===== config.mk =====
export PLATFORM = sky130hd
export DESIGN_NAME = ram16_mem_ctrl
export DESIGN_NICKNAME = d
export VERILOG_FILES = /design/src/rtl/ram16_mem_ctrl_pkg.sv /design/src/rtl/ram16_mem_ctrl.sv
export SDC_FILE = /design/constraint.sdc
export NUM_CORES = 1
export LEC_CHECK = 0
export CAP_MARGIN = 20
export CORE_ASPECT_RATIO = 0.6
export CORE_MARGIN = 3
export CORE_UTILIZATION = 49
export CTS_BUF_LIST = sky130_fd_sc_hd__clkbuf_4
export DETAILED_ROUTE_END_ITERATION = 8
export GPL_ROUTABILITY_DRIVEN = 0
export PLACE_DENSITY = 0.94
export SLEW_MARGIN = 20
export SYNTH_ARGS = -nofsm -noshare
export SYNTH_HDL_FRONTEND = slang
export SYNTH_SLANG_ARGS = --single-unit

===== constraint.sdc =====
create_clock -name clk -period 3.9 [get_ports clk]
set_input_delay 0.975 -clock clk [delete_from_list [all_inputs] [get_ports clk]]
set_output_delay 0.975 -clock clk [all_outputs]
set_load 0.05 [all_outputs]

===== src/rtl/ram16_mem_ctrl_pkg.sv =====
// Shared encodings for the ram16 request/acknowledge front-end.
package ram16_mem_ctrl_pkg;

  // Controller states; the numeric values are fixed so that external
  // observers (debug taps, checkers) can decode them directly.
  typedef enum logic [2:0] {
    ST_IDLE    = 3'd0,
    ST_READ    = 3'd1,
    ST_CAPTURE = 3'd2,
    ST_WRITE   = 3'd3,
    ST_ACK     = 3'd4
  } state_t;

  // Access size as carried on the size request pin.
  localparam logic SIZE_BYTE = 1'b0;
  localparam logic SIZE_WORD = 1'b1;

endpackage


===== src/rtl/ram16_mem_ctrl.sv =====
// Front-end for the 16-bit byte-addressed ram16.
// Adds byte stores (read-modify-write of the containing word) and 8/16-bit
// loads with a one-cycle ready pulse. Every RAM-side output and ready is a
// register, so nothing on the request side reaches the RAM combinationally.
module ram16_mem_ctrl
  import ram16_mem_ctrl_pkg::*;
#(
  parameter int addrSize = 9
) (
  input  logic                clk,
  input  logic                reset,
  input  logic                req,
  input  logic                we,
  input  logic                size,
  input  logic [addrSize-1:0] addr,
  input  logic [15:0]         wdata,
  output logic [15:0]         rdata,
  output logic                ready,
  output logic                busy,
  output logic [addrSize-1:0] ram_addr,
  output logic [15:0]         ram_data_in,
  output logic                ram_write_rq,
  output logic                ram_output_en,
  input  logic [15:0]         ram_data_out
);

  state_t     state;
  logic       we_q;
  logic       size_q;
  // Only the low byte of the store data is needed after IDLE: word stores
  // load ram_data_in directly when the request is taken.
  logic [7:0] byte_q;

  // Transaction sequencer; all outputs are registered alongside the state.
  always_ff @(posedge clk or posedge reset) begin
    if (reset) begin
      state         <= ST_IDLE;
      we_q          <= 1'b0;
      size_q        <= SIZE_BYTE;
      byte_q        <= 8'h00;
      rdata         <= 16'h0000;
      ready         <= 1'b0;
      busy          <= 1'b0;
      ram_addr      <= '0;
      ram_data_in   <= 16'h0000;
      ram_write_rq  <= 1'b0;
      ram_output_en <= 1'b0;
    end else begin
      // Strobes default low so each is high for exactly one cycle.
      ready         <= 1'b0;
      ram_write_rq  <= 1'b0;
      ram_output_en <= 1'b0;

      case (state)
        ST_IDLE: begin
          if (req) begin
            we_q     <= we;
            size_q   <= size;
            byte_q   <= wdata[7:0];
            ram_addr <= addr;
            busy     <= 1'b1;
            if (we && (size == SIZE_WORD)) begin
              // Full-word store needs no read: go straight to the write.
              ram_data_in  <= wdata;
              ram_write_rq <= 1'b1;
              state        <= ST_WRITE;
            end else begin
              // Loads and byte stores both start by reading the word.
              ram_output_en <= 1'b1;
              state         <= ST_READ;
            end
          end else begin
            busy  <= 1'b0;
            state <= ST_IDLE;
          end
        end

        ST_READ: begin
          // RAM registers its output on this edge; data is valid next cycle.
          busy  <= 1'b1;
          state <= ST_CAPTURE;
        end

        ST_CAPTURE: begin
          busy <= 1'b1;
          if (!we_q) begin
            rdata <= (size_q == SIZE_WORD) ? ram_data_out
                                           : {8'h00, ram_data_out[7:0]};
            ready <= 1'b1;
            state <= ST_ACK;
          end else begin
            // Byte store: keep byte addr+1 as read, replace byte addr.
            ram_data_in  <= {ram_data_out[15:8], byte_q};
            ram_write_rq <= 1'b1;
            state        <= ST_WRITE;
          end
        end

        ST_WRITE: begin
          busy  <= 1'b1;
          ready <= 1'b1;
          state <= ST_ACK;
        end

        ST_ACK: begin
          // req is ignored here; a held req is re-taken from IDLE.
          busy  <= 1'b0;
          state <= ST_IDLE;
        end

        default: begin
          busy  <= 1'b0;
          state <= ST_IDLE;
        end
      endcase
    end
  end

endmodule


# --- Word-level counts from Yosys, hierarchy flattened ---
# Index checks and enable logic that the tools add are counted.
op_classes:
  n_reduce_logical: 7
  mux: 20
  n_bitwise: 1
  n_mul: 0
  n_shift: 0
  order_cmp: 0
  div: 0
  eq_ne: 6
  add_sub_neg: 0
op_table:
  columns: ["op", "count"]
  rows:
  - ["two-way mux 16 bit", 4]
  - ["case mux 16 bit (2 select lines)", 1]
  - ["case mux 3 bit (4 select lines)", 1]
  - ["two-way mux 1 bit", 8]
  - ["== test 3 x 2 -> 1 bit (second input constant)", 2]
  - ["two-way mux 3 bit", 2]
  - ["inequality test 2 bit (second input constant)", 3]
  - ["case mux 1 bit (2 select lines)", 3]
  - ["AND reduction 2 bit", 2]
  - ["AND reduction 4 bit", 1]
  - ["== test 3 x 1 -> 1 bit (second input constant)", 1]
  - ["zero test 3 bit", 1]
  - ["OR reduction 3 bit", 1]
  - ["two-way mux 2 bit", 1]
  - ["nonzero test 2 bit", 1]
  - ["logical AND 1 bit", 1]
  - ["NOT 1 bit", 1]
word_totals:
  mem_count: 0
  romBits: 0
  register_bits: 58
  ramBits: 0
  latchBits: 0
  in_bits: 46
  out_inout_bits: 45

# --- Longest topological paths before layout ---
# Gate-level depths: netlist (run 1).
depth:
  ltp_word: 4
  ltp_mapped: 6

# --- Worst setup path after synthesis (run 1) ---
# No wires, ideal clock.
synth_path:
  kind: "in2reg"
  startpoint: "input size"
  endpoint: "register ram_data_in[0]"
  cell_stages: 4
  t_arrival_ps: 2171
  t_required_ps: 3775
  slack_ps: 1604
  path_buffers: 1
  cell_sequence: "nand3b_4 a2111oi_4 buf_6 mux2_4"
synth_between:
  elab_chain_cells: 3
synth_rtl:
  columns: ["item", "line_no", "rtl"]
  rows:
  - ["start, declared", "ram16_mem_ctrl.sv:14", "input logic size,"]
  - ["logical AND 1 bit", "ram16_mem_ctrl.sv:62", "if (we && (size == SIZE_WORD)) begin"]
  - ["inequality test 2 bit (no source line)", null, null]
  - ["AND reduction 4 bit (no source line)", null, null]
  - ["end signal, assigned", "ram16_mem_ctrl.sv:64", "ram_data_in <= wdata;"]
  - ["end signal, assigned", "ram16_mem_ctrl.sv:93", "ram_data_in <= {ram_data_out[15:8], byte_q};"]
  - ["end, declared", "ram16_mem_ctrl.sv:21", "output logic [15:0] ram_data_in,"]
# Every way passes these cells.
# A chain may end at the register's enable or synchronous reset.

# --- Worst setup path after layout (run 1) ---
layout_path:
  startpoint: "input we"
  endpoint: "register ram_data_in[5]"
layout_between:
  elab_chain_cells: 3
layout_rtl:
  columns: ["item", "line_no", "rtl"]
  rows:
  - ["start, declared", "ram16_mem_ctrl.sv:13", "input logic we,"]
  - ["logical AND 1 bit", "ram16_mem_ctrl.sv:62", null]
  - ["inequality test 2 bit (no source line)", null, null]
  - ["AND reduction 4 bit (no source line)", null, null]
# Every way passes these cells.

==> impl_metrics.ini, run 1 <==
[final_layout]
finalNetCount = 309
final_common_cell = clkdlybuf4s50_1
finalInstanceArea_mm2 = 0.00351
layout_common_cells = clkdlybuf4s50_1, dfrtp_1, mux2_2
drive_gt1_share_pct = 30.7
final_cells = 330
area_delta_synth_final_pct = 42.6
fillers = 303
num_antenna_cells = 0

[worst_setup_path]
r2r_slack_ns = 1.79
crit_buf_inv = 2
crit_family = buffers and inverters
reg2regPathDepth = 4
worstPathRequired_ns = 4.17
crit_type = primary input to flop
path_cells = clkdlybuf4s50_1, nand3b_4, a2111oi_4, buf_4, mux2_4
cp_slowest_stage_delay_ns = 0.67
worstSetupEndpointType = flop
startpoint_type = primary input
timing.rr.start = state[1]
rr_endpoint = ram_data_in[5]
crit_fanout = 10
worst_ep_arrival_time_ns = 2.93
worst_path_max_delay_cell = a2111oi_4

[clocking]
numCtsBuffers = 9
root_buffer = clkbuf_4
cts_hold_buf = 0
cts_sinks = 58
clk_latency_ns = 0.39
cts_tree = built
post_cts_buffers = 0
cts-resized-gates = 0
path_clk_slew_ns = 0.09
cts_buffer_depth = 2
htreeDepth = 3

[logic_synthesis]
ys_top_cells_by_area = dfrtp_1, mux2_2, mux2_4
ys_seq_area_share_pct = 58.9
syn_area_mm2 = 0.00246
syn_inst = 169
netlist.area_leader.share_pct = 58.9
avgSynthCellArea_um2 = 14.6
yosysWarnings = 0
syn_nets = 215
yosys_register_bits = 58
synth_area_leader_cell = dfrtp_1
synth_cell_types = 23

[timing]
drv_slew = 0
hold_viol_final = 0
finalClockSkew_ns = 0.00825
setup_tns_ns = 0
finalCritPeriodShare_pct = 68.0
timing.final.setup_violations = 0
tightest_slew_ns = 0.792
rsz0062_at_grt = false
slew_headroom_pct = 47.2
layout_min_cycle_time_ns = 2.65
fmax_mhz = 377
fin_ws_ns = 1.25

[global_routing]
grt_max_degree = 33
grt_pass1_wl_um = 8850
grt_pass1_vias = 1766
antenna_found_initial = 0
gr-total-overflow = 0
grt_usage_pct = 19.9

[route]
antenna_left = 0
wl_per_cell_um = 16.4
via_count = 1667
routed_wl_um = 5410
viasPerCell = 5.05
drcViolationCount = 0
first_pass_iters = 4
drtIter0Drc = 60

[power_and_ir_drop]
peakVddDrop_uv = 618
power.density_mw_per_mm2 = 967
power.leakage_nw = 1.49

[floorplanning]
start_util_pct = 52.3
fp.dieW_um = 97.5
core-area_mm2 = 0.00471
rows = 19
die-area_mm2 = 0.00594
fp.dieH_um = 60.9
io_pins = 91

[job]
maxCapViolations = 0

[place]
placed_cells = 315
dpl.hpwl_um = 4090
dp_slack_ns = 0.819
dpl-instance-area_mm2 = 0.00341
port_buffers = 90

[min_path]
hp-class = flop to flop
min-delay-start = rdata[9]
worstHoldPathCells = 2
min_to = rdata[9]

[outcome]
status = finished clean
==> cell type report <==
| type | instances | area [um2] | share of cell area, % |
|---|---|---|---|
| Sequential cell | 58 | 1450 | 41.3 |
| Multi-Input combinational cell | 99 | 950 | 27.0 |
| Timing Repair Buffer | 94 | 931 | 26.5 |
| Tap cell | 63 | 78.8 | 2.24 |
| Clock buffer | 10 | 75.1 | 2.14 |
| Clock inverter | 5 | 22.5 | 0.641 |
| Inverter | 1 | 3.75 | 0.107 |
==> worst max path at each step <==
| stage | to | cells past startpoint | startpoint | slack (ns) |
|---|---|---|---|---|
| 2_1_floorplan | busy | 1 | reset | 1.50 |
| 3_3_place_gp | ram_data_in[3] | 5 | size | 0.84 |
| 3_5_place_dp | ram_data_in[0] | 5 | size | 0.82 |
| 4_1_cts | ram_data_in[5] | 5 | we | 1.27 |
| 5_1_grt | ram_data_in[5] | 5 | we | 1.19 |
| 6_report | ram_data_in[5] | 5 | we | 1.25 |
==> synthesized netlist by cell type <==
master and count:
a2111oi_4 1, a21boi_0 1, a21o_1 1, and2b_1 1
buf_1 1, buf_2 6, buf_6 2, clkbuf_1 2
dfrtp_1 58, inv_1 1, mux2_2 51, mux2_4 8
nand2_1 17, nand3b_4 1, nor2_1 2, nor2b_1 1
nor3_1 1, nor3b_1 2, nor3b_2 1, nor4b_1 1
o21ai_0 8, o21ba_2 1, or4b_1 1
==> tightest hold or removal path, stage by stage (launching register included) <==
cell and delay (ns):
dfrtp_1 0.36, nand2_1 0.04, o21ai_0 0.06
==> where the power goes <==
part | switching [mW] | total, mW | internal [mW]
clock | 0.205 | 0.332 | 0.127
sequential | 0.198 | 1.09 | 0.896
combinational | 1.16 | 1.97 | 0.807
total | 1.57 | 3.40 | 1.83
==> state kept, by name, summed over array words and instances (netlist names) <==
signal and cells:
busy 1, rdata 16, ram_addr 9, ram_output_en 1, we_q 1, size_q 1, byte_q 8, state 3
ram_write_rq 1, ram_data_in 16, ready 1
==> layer usage <==
metal	vias up	global-route usage (%)	part of all wire, %
met3	6	10.1	8.8
met5	-	0	0
met1	829	24.3	42
met2	58	31.7	48
li1	774	-	-
met4	0	5.92	0.96
==> through the flow <==
step                utilization [%]  power, mW  hold slack (ns)
global placement               72.5       3.04            0.461
detailed placement             72.5       3.09            0.475
CTS                            74.6       3.43            0.496
floorplan                         -       2.45            0.475
finish                         74.6       3.40            0.493
global route                   74.6       3.57            0.530
==> logic make-up after synthesis <==
family                 share of synthesized area [%]
buffers and inverters                           2.74
muxes                                           28.2
and+or+nand+nor                                 6.35
DFF                                             58.9
AOI/OAI and AO/OA                               3.76
Note: power is estimated with default switching activity, not from simulation.
==> inputs of run 2 (changes only) <==
--- a/config.mk
+++ b/config.mk
@@ -8,11 +8,11 @@
 export CAP_MARGIN = 20
 export CORE_ASPECT_RATIO = 0.6
 export CORE_MARGIN = 3
-export CORE_UTILIZATION = 49
+export CORE_UTILIZATION = 46
 export CTS_BUF_LIST = sky130_fd_sc_hd__clkbuf_4
 export DETAILED_ROUTE_END_ITERATION = 8
 export GPL_ROUTABILITY_DRIVEN = 0
-export PLACE_DENSITY = 0.94
+export PLACE_DENSITY = 0.9
 export SLEW_MARGIN = 20
 export SYNTH_ARGS = -nofsm -noshare
 export SYNTH_HDL_FRONTEND = slang
==> constraint.sdc (replaced) <==
create_clock -name clk -period 2.6 [get_ports clk]
set_input_delay 0.65 -clock clk [delete_from_list [all_inputs] [get_ports clk]]
set_output_delay 0.65 -clock clk [all_outputs]
set_load 0.05 [all_outputs]
==> impl_metrics.ini, run 2 (synthesis results as in run 1) <==
[outcome]
status = finished clean

[route]
routed_wl_um = 5510
drtIter0Drc = 51
via_count = 1668
first_pass_iters = 4
antenna_left = 0
drcViolationCount = 0
wl_per_cell_um = 16.7
viasPerCell = 5.04

[worst_setup_path]
worst_ep_arrival_time_ns = 1.60
startpoint_type = flop
worstPathRequired_ns = 1.95
crit_buf_inv = 1
crit_family = buffers and inverters
path_cells = clkdlybuf4s50_1
crit_fanout = 2
worstSetupEndpointType = output port
crit_type = flop to output port
worst_path_max_delay_cell = clkdlybuf4s50_1
cp_slowest_stage_delay_ns = 0.82

[clocking]
cts_tree = built
htreeDepth = 3
root_buffer = clkbuf_4
numCtsBuffers = 9
post_cts_buffers = 0
cts_buffer_depth = 2
cts_hold_buf = 0
path_clk_slew_ns = 0.08
cts-resized-gates = 0
clk_latency_ns = 0.39
cts_sinks = 58

[timing]
timing.final.setup_violations = 0
setup_tns_ns = 0
hold_viol_final = 0
fmax_mhz = 444
rsz0062_at_grt = false
finalCritPeriodShare_pct = 86.5
tightest_slew_ns = 0.771
drv_slew = 0
slew_headroom_pct = 48.6
finalClockSkew_ns = 0.0140
layout_min_cycle_time_ns = 2.25

[power_and_ir_drop]
clockPowerShare_pct = 11.5
p_switching_mw = 2.35
p_int_mw = 2.85
comb_power_share_pct = 57.0
power.total_mw = 5.21
power.leakage_nw = 1.50
peakVddDrop_uv = 921
seqPwrFrac_pct = 31.5
p_sw_share_pct = 45.2
power.density_mw_per_mm2 = 1460

[floorplanning]
die-area_mm2 = 0.00630
fp.dieW_um = 100
start_util_pct = 50.8
core-area_mm2 = 0.00485
rows = 19
io_pins = 91
fp.dieH_um = 62.7

[global_routing]
antenna_found_initial = 0
gr-total-overflow = 0
grt_pass1_vias = 1839
grt_usage_pct = 19.9
grt_max_degree = 44
grt_pass1_wl_um = 9460

[final_layout]
area_delta_synth_final_pct = 44.4
final_common_cell = clkdlybuf4s50_1
num_antenna_cells = 0
top_regs = ram_data_in (16), rdata (16), ram_addr (9)
layout_common_cells = clkdlybuf4s50_1, dfrtp_1, mux2_2
drive_gt1_share_pct = 30.6
finalNetCount = 310

[job]
maxCapViolations = 0

[place]
port_buffers = 90
dpl.hpwl_um = 4100

[min_path]
hp-class = flop to flop
run 2: layout make-up:
| class | instances | area, um2 |
|---|---|---|
| fill | 327 | 1290 |
| clock buffer | 10 | 75.1 |
| multi-input combinational | 99 | 950 |
| timing repair buffer | 95 | 951 |
| inverter | 1 | 3.75 |
| sequential | 58 | 1450 |
| tap | 63 | 78.8 |
| clock inverter | 5 | 46.3 |
run 2: through the flow:
stage	setup slack, ns	hold slack [ns]	utilization, %	instance area, um2	instances
floorplan	0.522	0.475	-	2460	169
global placement	0.218	0.461	70.8	3430	316
detailed placement	0.146	0.470	70.8	3430	316
CTS	0.305	0.489	73.3	3560	331
global route	0.274	0.535	73.3	3560	331
finish	0.350	0.485	73.3	3560	331
run 2: path summary, 6_finish.rpt:
kind | start | end | slack, ns | cells after the start
hold reg to reg | rdata[15] | rdata[15] | 0.49 | 2
max in group asynchronous | reset | rdata[3] | 1.49 | 3
hold / removal | rdata[15] | rdata[15] | 0.49 | 2
min in group asynchronous | reset | byte_q[4] | 0.56 | 2
setup / recovery | ram_data_in[10] | ram_data_in[10] | 0.35 | 1
setup reg to reg | state[2] | rdata[7] | 0.61 | 2
run 2: metal layers:
layer | wire length (um) | up-vias | share of wire [%] | GRT usage [%]
li1 | - | 782 | - | -
met1 | 2490 | 820 | 45 | 25.9
met2 | 2440 | 60 | 44 | 27.6
met3 | 533 | 6 | 9.7 | 11.6
met4 | 55 | 0 | 1.0 | 6.55
met5 | 0 | - | 0 | 0
run 2: worst reg2reg max path: cells and delay by family, from the launching register on:
kind	cells	cell delay, ns
flops	1	0.52
simple gates	1	0.95
mux	1	0.42
run 2: power by group through the flow:
stage	Sequential, mW	Combinational, mW	Clock, mW
final	1.64	2.97	0.599
after global routing	1.71	3.12	0.662
after CTS	1.64	3.00	0.625
after detailed placement	1.65	2.99	0
after global placement	1.63	2.94	0
after floorplan	2.75	0.920	0
==> inputs of run 3 (changes only) <==
--- a/config.mk
+++ b/config.mk
@@ -12,6 +12,7 @@
 export CTS_BUF_LIST = sky130_fd_sc_hd__clkbuf_4
 export DETAILED_ROUTE_END_ITERATION = 8
 export GPL_ROUTABILITY_DRIVEN = 0
+export MAX_ROUTING_LAYER = met4
 export PLACE_DENSITY = 0.9
 export SLEW_MARGIN = 20
 export SYNTH_ARGS = -nofsm -noshare
==> impl_metrics.ini, run 3 (synthesis results as in run 1) <==
[clocking]
htreeDepth = 3
path_clk_slew_ns = 0.09
clk_latency_ns = 0.40
numCtsBuffers = 9
cts_sinks = 58
post_cts_buffers = 0
root_buffer = clkbuf_4
cts_hold_buf = 0
cts-resized-gates = 0
cts_tree = built
cts_buffer_depth = 2

[timing]
slew_headroom_pct = 47.5
finalClockSkew_ns = 0.0140
tightest_slew_ns = 0.788
drv_slew = 0
rsz0062_at_grt = false
fmax_mhz = 443
finalCritPeriodShare_pct = 86.8
setup_tns_ns = 0
timing.final.setup_violations = 0
hold_viol_final = 0
layout_min_cycle_time_ns = 2.26

[worst_setup_path]
worst_path_max_delay_cell = clkdlybuf4s50_1
reg2regPathDepth = 2
crit_buf_inv = 1
crit_type = flop to output port
timing.rr.start = state[2]
crit_fanout = 2
path_cells = clkdlybuf4s50_1
startpoint_type = flop
worstPathRequired_ns = 1.95
cp_slowest_stage_delay_ns = 0.83
worst_ep_arrival_time_ns = 1.61
worstSetupEndpointType = output port
cp.depth = 1
startpoint = ram_data_in[10]
crit_family = buffers and inverters

[route]
routed_wl_um = 5530
drtIter0Drc = 51
wl_per_cell_um = 16.7
via_count = 1681
viasPerCell = 5.08
drcViolationCount = 0
antenna_left = 0
first_pass_iters = 4

[outcome]
status = finished clean

[power_and_ir_drop]
power.density_mw_per_mm2 = 1470
peakVddDrop_uv = 924
power.leakage_nw = 1.50

[floorplanning]
die-area_mm2 = 0.00630
fp.dieH_um = 62.7
fp.dieW_um = 100
core-area_mm2 = 0.00485
rows = 19
start_util_pct = 50.8
io_pins = 91

[place]
port_buffers = 90
dpl.hpwl_um = 4100

[min_path]
hp-class = flop to flop
min-delay-start = rdata[15]
worstHoldPathCells = 2

[final_layout]
num_antenna_cells = 0
area_delta_synth_final_pct = 44.4
top_regs = ram_data_in (16), rdata (16), ram_addr (9)
drive_gt1_share_pct = 30.6
fillers = 327
regArea_mm2 = 0.00145
multi_input_comb_area_um2 = 950
finalCoreUtilization_pct = 73.3
layout_common_cells = clkdlybuf4s50_1, dfrtp_1, mux2_2
finalNetCount = 310
final_common_cell = clkdlybuf4s50_1

[global_routing]
grt_pass1_wl_um = 9430
grt_usage_pct = 20.4
grt_pass1_vias = 1848
gr-total-overflow = 0
antenna_found_initial = 0
grt_max_degree = 44

[job]
maxCapViolations = 0
run 3: power breakdown:
| part | total, mW | leakage [nW] | internal (mW) | switching [mW] |
|---|---|---|---|---|
| sequential | 1.64 | 0.702 | 1.34 | 0.294 |
| clock | 0.601 | 0.0688 | 0.288 | 0.313 |
| combinational | 2.97 | 0.733 | 1.22 | 1.75 |
run 3: per-stage QoR:
stage | hold slack [ns] | power, mW | std cells | area, um2 | setup slack [ns]
2_1_floorplan | 0.475 | 3.67 | 169 | 2460 | 0.522
3_3_place_gp | 0.461 | 4.57 | 316 | 3430 | 0.218
3_5_place_dp | 0.470 | 4.64 | 316 | 3430 | 0.146
4_1_cts | 0.489 | 5.26 | 331 | 3560 | 0.305
5_1_grt | 0.535 | 5.49 | 331 | 3560 | 0.278
6_report | 0.485 | 5.21 | 331 | 3560 | 0.344
run 3: metal layers:
layer | routed length, um | global-route usage [%] | up-vias | share of wire, %
li1 | - | - | 783 | -
met1 | 2560 | 26.7 | 823 | 46
met2 | 2420 | 27.6 | 63 | 44
met3 | 469 | 10.0 | 12 | 8.5
met4 | 84 | 6.55 | 0 | 1.5
met5 | 0 | - | - | 0
run 3: worst paths after layout:
| kind | end | slack, ns |
|---|---|---|
| max | ram_data_in[10] | 0.34 |
| min | rdata[15] | 0.49 |
| max reg2reg | rdata[4] | 0.60 |
| min reg2reg | rdata[15] | 0.49 |
| max in group asynchronous | rdata[3] | 1.50 |
| min in group asynchronous | byte_q[4] | 0.56 |
run 3: layout make-up:
type / instances / area share [%]
multi-input cells: 99 / 26.7
flip-flops and latches: 58 / 40.8
clock buffers: 10 / 2.11
repair buffers: 95 / 26.7
inverters: 1 / 0.106
clock inverters: 5 / 1.30
well taps: 63 / 2.22
==> edit 1 (settings of run 2) <==
Encoding of `state_t`: now Gray code (3 bits for 5 states).
--- a/src/rtl/ram16_mem_ctrl_pkg.sv
+++ b/src/rtl/ram16_mem_ctrl_pkg.sv
@@ -4,11 +4,11 @@
   // Controller states; the numeric values are fixed so that external
   // observers (debug taps, checkers) can decode them directly.
   typedef enum logic [2:0] {
-    ST_IDLE    = 3'd0,
-    ST_READ    = 3'd1,
-    ST_CAPTURE = 3'd2,
-    ST_WRITE   = 3'd3,
-    ST_ACK     = 3'd4
+    ST_IDLE    = 3'b000,
+    ST_READ    = 3'b001,
+    ST_CAPTURE = 3'b011,
+    ST_WRITE   = 3'b010,
+    ST_ACK     = 3'b110
   } state_t;
 
   // Access size as carried on the size request pin.
Formal check against the unedited RTL: same outputs for any inputs over 10 cycles, from zero or initial values and one cycle with reset high; not proved beyond that.
==> edit 1 against run 2 <==
Design area shrank 2.4%; total power shrank 7.3%; sequential share of layout area grew 1.0 points; sequential cell count is the same; critical path depth is the same; routed wire length grew 7.8%; worst setup slack lost 0.039 ns; synthesized area shrank 4.5%.
==> edit 1: results (changes against run 2) <==
Routing
  • Drt initial violations: 93 (was 51)
  • Pre-Repair DR Iteration Count: 4 (unchanged)
  • Routed len/inst: 15.8 um (was 16.7 um)
  • Vias/cell: 5.16 (was 5.04)

Run status
  • Status: complete, no violations (unchanged)

Yosys
  • Ranking of synthesized cells by area: dfrtp_1 62%, nand2_1 12%, o32a_1 6.8% (was dfrtp_1 59%, mux2_2 23%, mux2_4 4.9%)
  • Synth cell count leaders: 74 x nand2_1, 58 x dfrtp_1, 16 x o21a_1, 16 x o32a_1, 9 x clkbuf_1 (was 58 x dfrtp_1, 51 x mux2_2, 17 x nand2_1)
  • Proportion of synthesized area in mux cells: 3.83% (was 28.2%)
  • Compound-Gate Fraction of Synth Area: 15.5% (was 3.76%)
  • Seq/Total Area, Yosys: 61.7% (was 58.9%)
  • Syn Nets: 257 (was 215)

Layout
  • Fill count: 336 (was 327)
  • Layout cells sized above 1: 12.2% (was 30.6%)
  • # nets final: 353 (was 310)

GRT
  • GR Util All Layers: 21.0% (was 19.9%)
  • Vias in the first global route: 1948 (was 1839)
  • Largest net degree at the start of global routing: 34 (was 44)
  • First-pass GRT wire length: 9560 um (was 9460 um)

Setup path
  • Worst reg-to-reg path cell count: 3 (was 2)
  • CP startpoint: ram_data_in[13] (was ram_data_in[10])
  • Reg2reg end: ram_data_in[10] (was rdata[7])
  • R2r startpoint: state[0] (was state[2])
  • Reg2reg setup slack: 0.73 ns (was 0.61 ns)
  • Crit path DAT: 1.64 ns (was 1.60 ns)

Timing
  • Clock skew: 0.0123 ns (was 0.0140 ns)
  • Worst slew pin tran: 0.554 ns (was 0.771 ns)

Placed design
  • Post-DP HPWL: 4320 um (was 4100 um)
  • Place WS: 0.166 ns (was 0.146 ns)
  • IO buf count: 90 (unchanged)

Min path
  • WHS Endpoint: ram_addr[1] (was rdata[15])
  • Min-delay src: ram_addr[1] (was rdata[15])

Pwr
  • Leakage power: 0.00152 uW (was 0.00150 uW)
  • Peak VDD IR: 0.960 mV (was 0.921 mV)

Clock tree
  • CTS clk-pin slew, worst paths: 0.10 ns (was 0.08 ns)
==> edit 1: cell count changes after synthesis, sizes merged, moves of 3 or more <==
cell | run 2 | this run
nand2 | 17 | 74
mux2 | 59 | 8
o21a | 0 | 16
o32a | 0 | 16
clkbuf | 2 | 9
a21oi | 0 | 4
buf | 9 | 6
nor3b | 3 | 0
==> edit 1: where the power goes <==
group	switching (uW)	internal [uW]	leakage, uW
registers	287	1320	0.000703
clock network	323	297	0.0000759
logic	1670	939	0.000737
total	2280	2550	0.00152
==> edit 1: metal layers <==
| layer | GRT usage (%) | vias up | share of wire (%) |
|---|---|---|---|
| met5 | 0 | - | 0 |
| met4 | 7.20 | 0 | 0.82 |
| met3 | 8.14 | 4 | 6.9 |
| met2 | 33.0 | 57 | 47 |
| met1 | 27.3 | 954 | 46 |
| li1 | - | 921 | - |
==> edit 1: how the worst max path moves through the flow <==
stage	endpoint	slack, ns	depth (start not counted)
floorplan	busy	0.52	1
global placement	ram_data_in[11]	0.17	4
detailed placement	ram_data_in[10]	0.17	4
CTS	ram_data_in[13]	0.28	1
global route	ram_data_in[13]	0.24	1
finish	ram_data_in[13]	0.31	1
==> edit 1: cells by family (layout without fill, tap and decap cells) <==
group / Yosys count / count (layout)
buffers and inverters: 16 / 117
AOI/OAI and AO/OA: 46 / 46
muxes: 8 / 8
DFF: 58 / 58
and+or+nand+nor: 83 / 83
==> edit 1: through the flow <==
stage,area [um^2],hold WS [ns],instances,utilization [%]
global route,3470,0.509,375,73.0
finish,3470,0.485,375,73.0
global placement,3340,0.457,359,70.2
floorplan,2350,0.447,211,-
CTS,3470,0.492,375,73.0
detailed placement,3340,0.470,359,70.2
==> edit 1: cell type report <==
class,count,share of cell area (%)
sequential,58,41.8
timing repair buffer,100,28.5
multi-input combinational,137,23.5
tap,63,2.27
clock buffer,10,2.16
clock inverter,6,1.66
inverter,1,0.108
==> edit 2 (flow settings as in run 2) <==
Made on the original files. Set the parameter `addrSize` to 10 (it was 9).
--- a/src/rtl/ram16_mem_ctrl.sv
+++ b/src/rtl/ram16_mem_ctrl.sv
@@ -5,7 +5,7 @@
 module ram16_mem_ctrl
   import ram16_mem_ctrl_pkg::*;
 #(
-  parameter int addrSize = 9
+  parameter int addrSize = 10
 ) (
   input  logic                clk,
   input  logic                reset,
Interface: changed (resized addr and ram_addr); port bits go from 91 to 93. The function was not compared with the original's and may differ.
==> edit 2 against run 2 <==
Routed wire length rose by 1.6%; sequential cell count rose by 1; synthesized cell count rose by 1.2%; first-iteration DRC count fell by 14%; total power rose by 2.8%; worst setup slack got worse by 0.0091 ns; design area rose by 2.7%; register-to-register slack got worse by 0.07 ns; worst hold slack improved by 0.0065 ns; sequential share of layout area fell by 0.41 points; synthesized area rose by 1.7%; combinational power rose by 2%; critical endpoint is now ram_data_in[1].
==> edit 2: results (changes against run 2) <==
Run status
  • Status: complete, no violations (unchanged)

GRT
  • Antenna violations before repair: 0 (unchanged)
  • Vias in the first global route: 1846 (was 1839)
  • First-pass GRT wire length: 9200 um (was 9460 um)
  • GR Util All Layers: 19.5% (was 19.9%)
  • Largest net degree at the start of global routing: 28 (was 44)

Pwr
  • Power Clock: 645 uW (was 599 uW)
  • Leakage power: 0.00155 uW (was 0.00150 uW)
  • Sw power: 2420 uW (was 2350 uW)
  • Peak VDD IR: 0.944 mV (was 0.921 mV)
  • Reg power frac: 31.2% (was 31.5%)

Yosys
  • Seq/Total Area, Yosys: 59.0% (was 58.9%)
  • Post-synth cell types: 23 (unchanged)
  • Synth cell count leaders: 59 x dfrtp_1, 51 x mux2_2, 17 x nand2_1 (was 58 x dfrtp_1, 51 x mux2_2, 17 x nand2_1)
  • Syn Nets: 218 (was 215)
  • Ranking of synthesized cells by area: dfrtp_1 59%, mux2_2 23%, mux2_4 4.8% (was dfrtp_1 59%, mux2_2 23%, mux2_4 4.9%)
  • Yosys Warn Count: 0 (unchanged)

Placed design
  • Post-DP HPWL: 4110 um (was 4100 um)
  • IO buf count: 92 (was 90)

Routing
  • Pre-Repair DR Iteration Count: 4 (unchanged)
  • Vias post-DR: 1685 (was 1668)
  • Drt total wl: 5600 um (was 5510 um)
  • Drt initial violations: 44 (was 51)
  • Metal3 WL: 581 um (was 533 um)
  • DRT met1 WL: 2540 um (was 2490 um)
  • Top routing layer in use: met4 (unchanged)
  • Met2 wire length: 2390 um (was 2440 um)

Timing
  • Final hold slack: 0.492 ns (was 0.485 ns)
  • Clock skew: 0.0203 ns (was 0.0140 ns)
  • Worst slew pin tran: 0.831 ns (was 0.771 ns)

Clock tree
  • Clock Tree Buf Depth: 2 (unchanged)
  • Htree depth: 3 (unchanged)
  • CTS clk-pin slew, worst paths: 0.10 ns (was 0.08 ns)

Min path
  • Hold Path Cell Cnt: 2 (unchanged)

Setup path
  • Delay of the slowest critical-path stage: 0.82 ns (about the same)
  • Crit path DAT: 1.61 ns
  • Reg2reg setup slack: 0.54 ns (was 0.61 ns)
  • Worst reg-to-reg path cell count: 2 (unchanged)

Layout
  • # nets final: 317 (was 310)
  • Layout cells sized above 1: 32.0% (was 30.6%)
  • Fill count: 381 (was 327)
  • Biggest regs: ram_data_in (16), rdata (16), ram_addr (10) (was ram_data_in (16), rdata (16), ram_addr (9))
  • Antenna Cells: 0 (unchanged)
[edit 2: cell types whose count changed after synthesis, sizes merged]
| cell | delta |
|---|---|
| and2b | -1 |
| dfrtp | +1 |
| mux2 | +1 |
| nor2b | +1 |
[edit 2: area by class of cell]
type                       count  area share [%]
multi-input combinational    100            26.5
clock inverter                 5            1.47
clock buffer                  11            2.26
timing repair buffer          99            27.0
inverter                       1           0.103
sequential                    59            40.4
tap                           66            2.26
[edit 2: cell families (layout without fill, tap and decap cells)]
kind of cell / count (synthesis) / count (layout) / synth area share [%]
buffers and inverters: 12 / 116 / 2.70
AO/OA/AOI/OAI: 12 / 12 / 3.70
AND/OR/NAND/NOR: 28 / 28 / 6.45
multiplexers: 60 / 60 / 28.2
flip-flops: 59 / 59 / 59.0
[edit 2: final timing paths]
| check | startpoint | end |
|---|---|---|
| worst max-delay path | ram_data_in[1] | ram_data_in[1] |
| worst min-delay path | rdata[13] | rdata[13] |
| worst max register to register | state[2] | rdata[5] |
| worst min register to register | rdata[13] | rdata[13] |
| max in group asynchronous | reset | rdata[1] |
| min in group asynchronous | reset | ram_addr[9] |
[edit 2: through the flow]
stage / utilization [%] / power (uW) / setup slack (ns) / instance area, um^2 / std cells
floorplan: - / 3740 / 0.494 / 2500 / 171
detailed placement: 68.2 / 4750 / 0.227 / 3520 / 325
CTS: 70.9 / 5410 / 0.318 / 3650 / 341
global route: 70.9 / 5650 / 0.247 / 3650 / 341
global placement: 68.2 / 4670 / 0.268 / 3520 / 325
finish: 70.9 / 5350 / 0.341 / 3650 / 341
[edit 2: per-layer routing]
layer | up-vias | track usage, %
met5 | - | 0
met4 | 0 | 7.46
met3 | 8 | 10.8
met2 | 62 | 26.6
met1 | 816 | 25.8
li1 | 799 | -
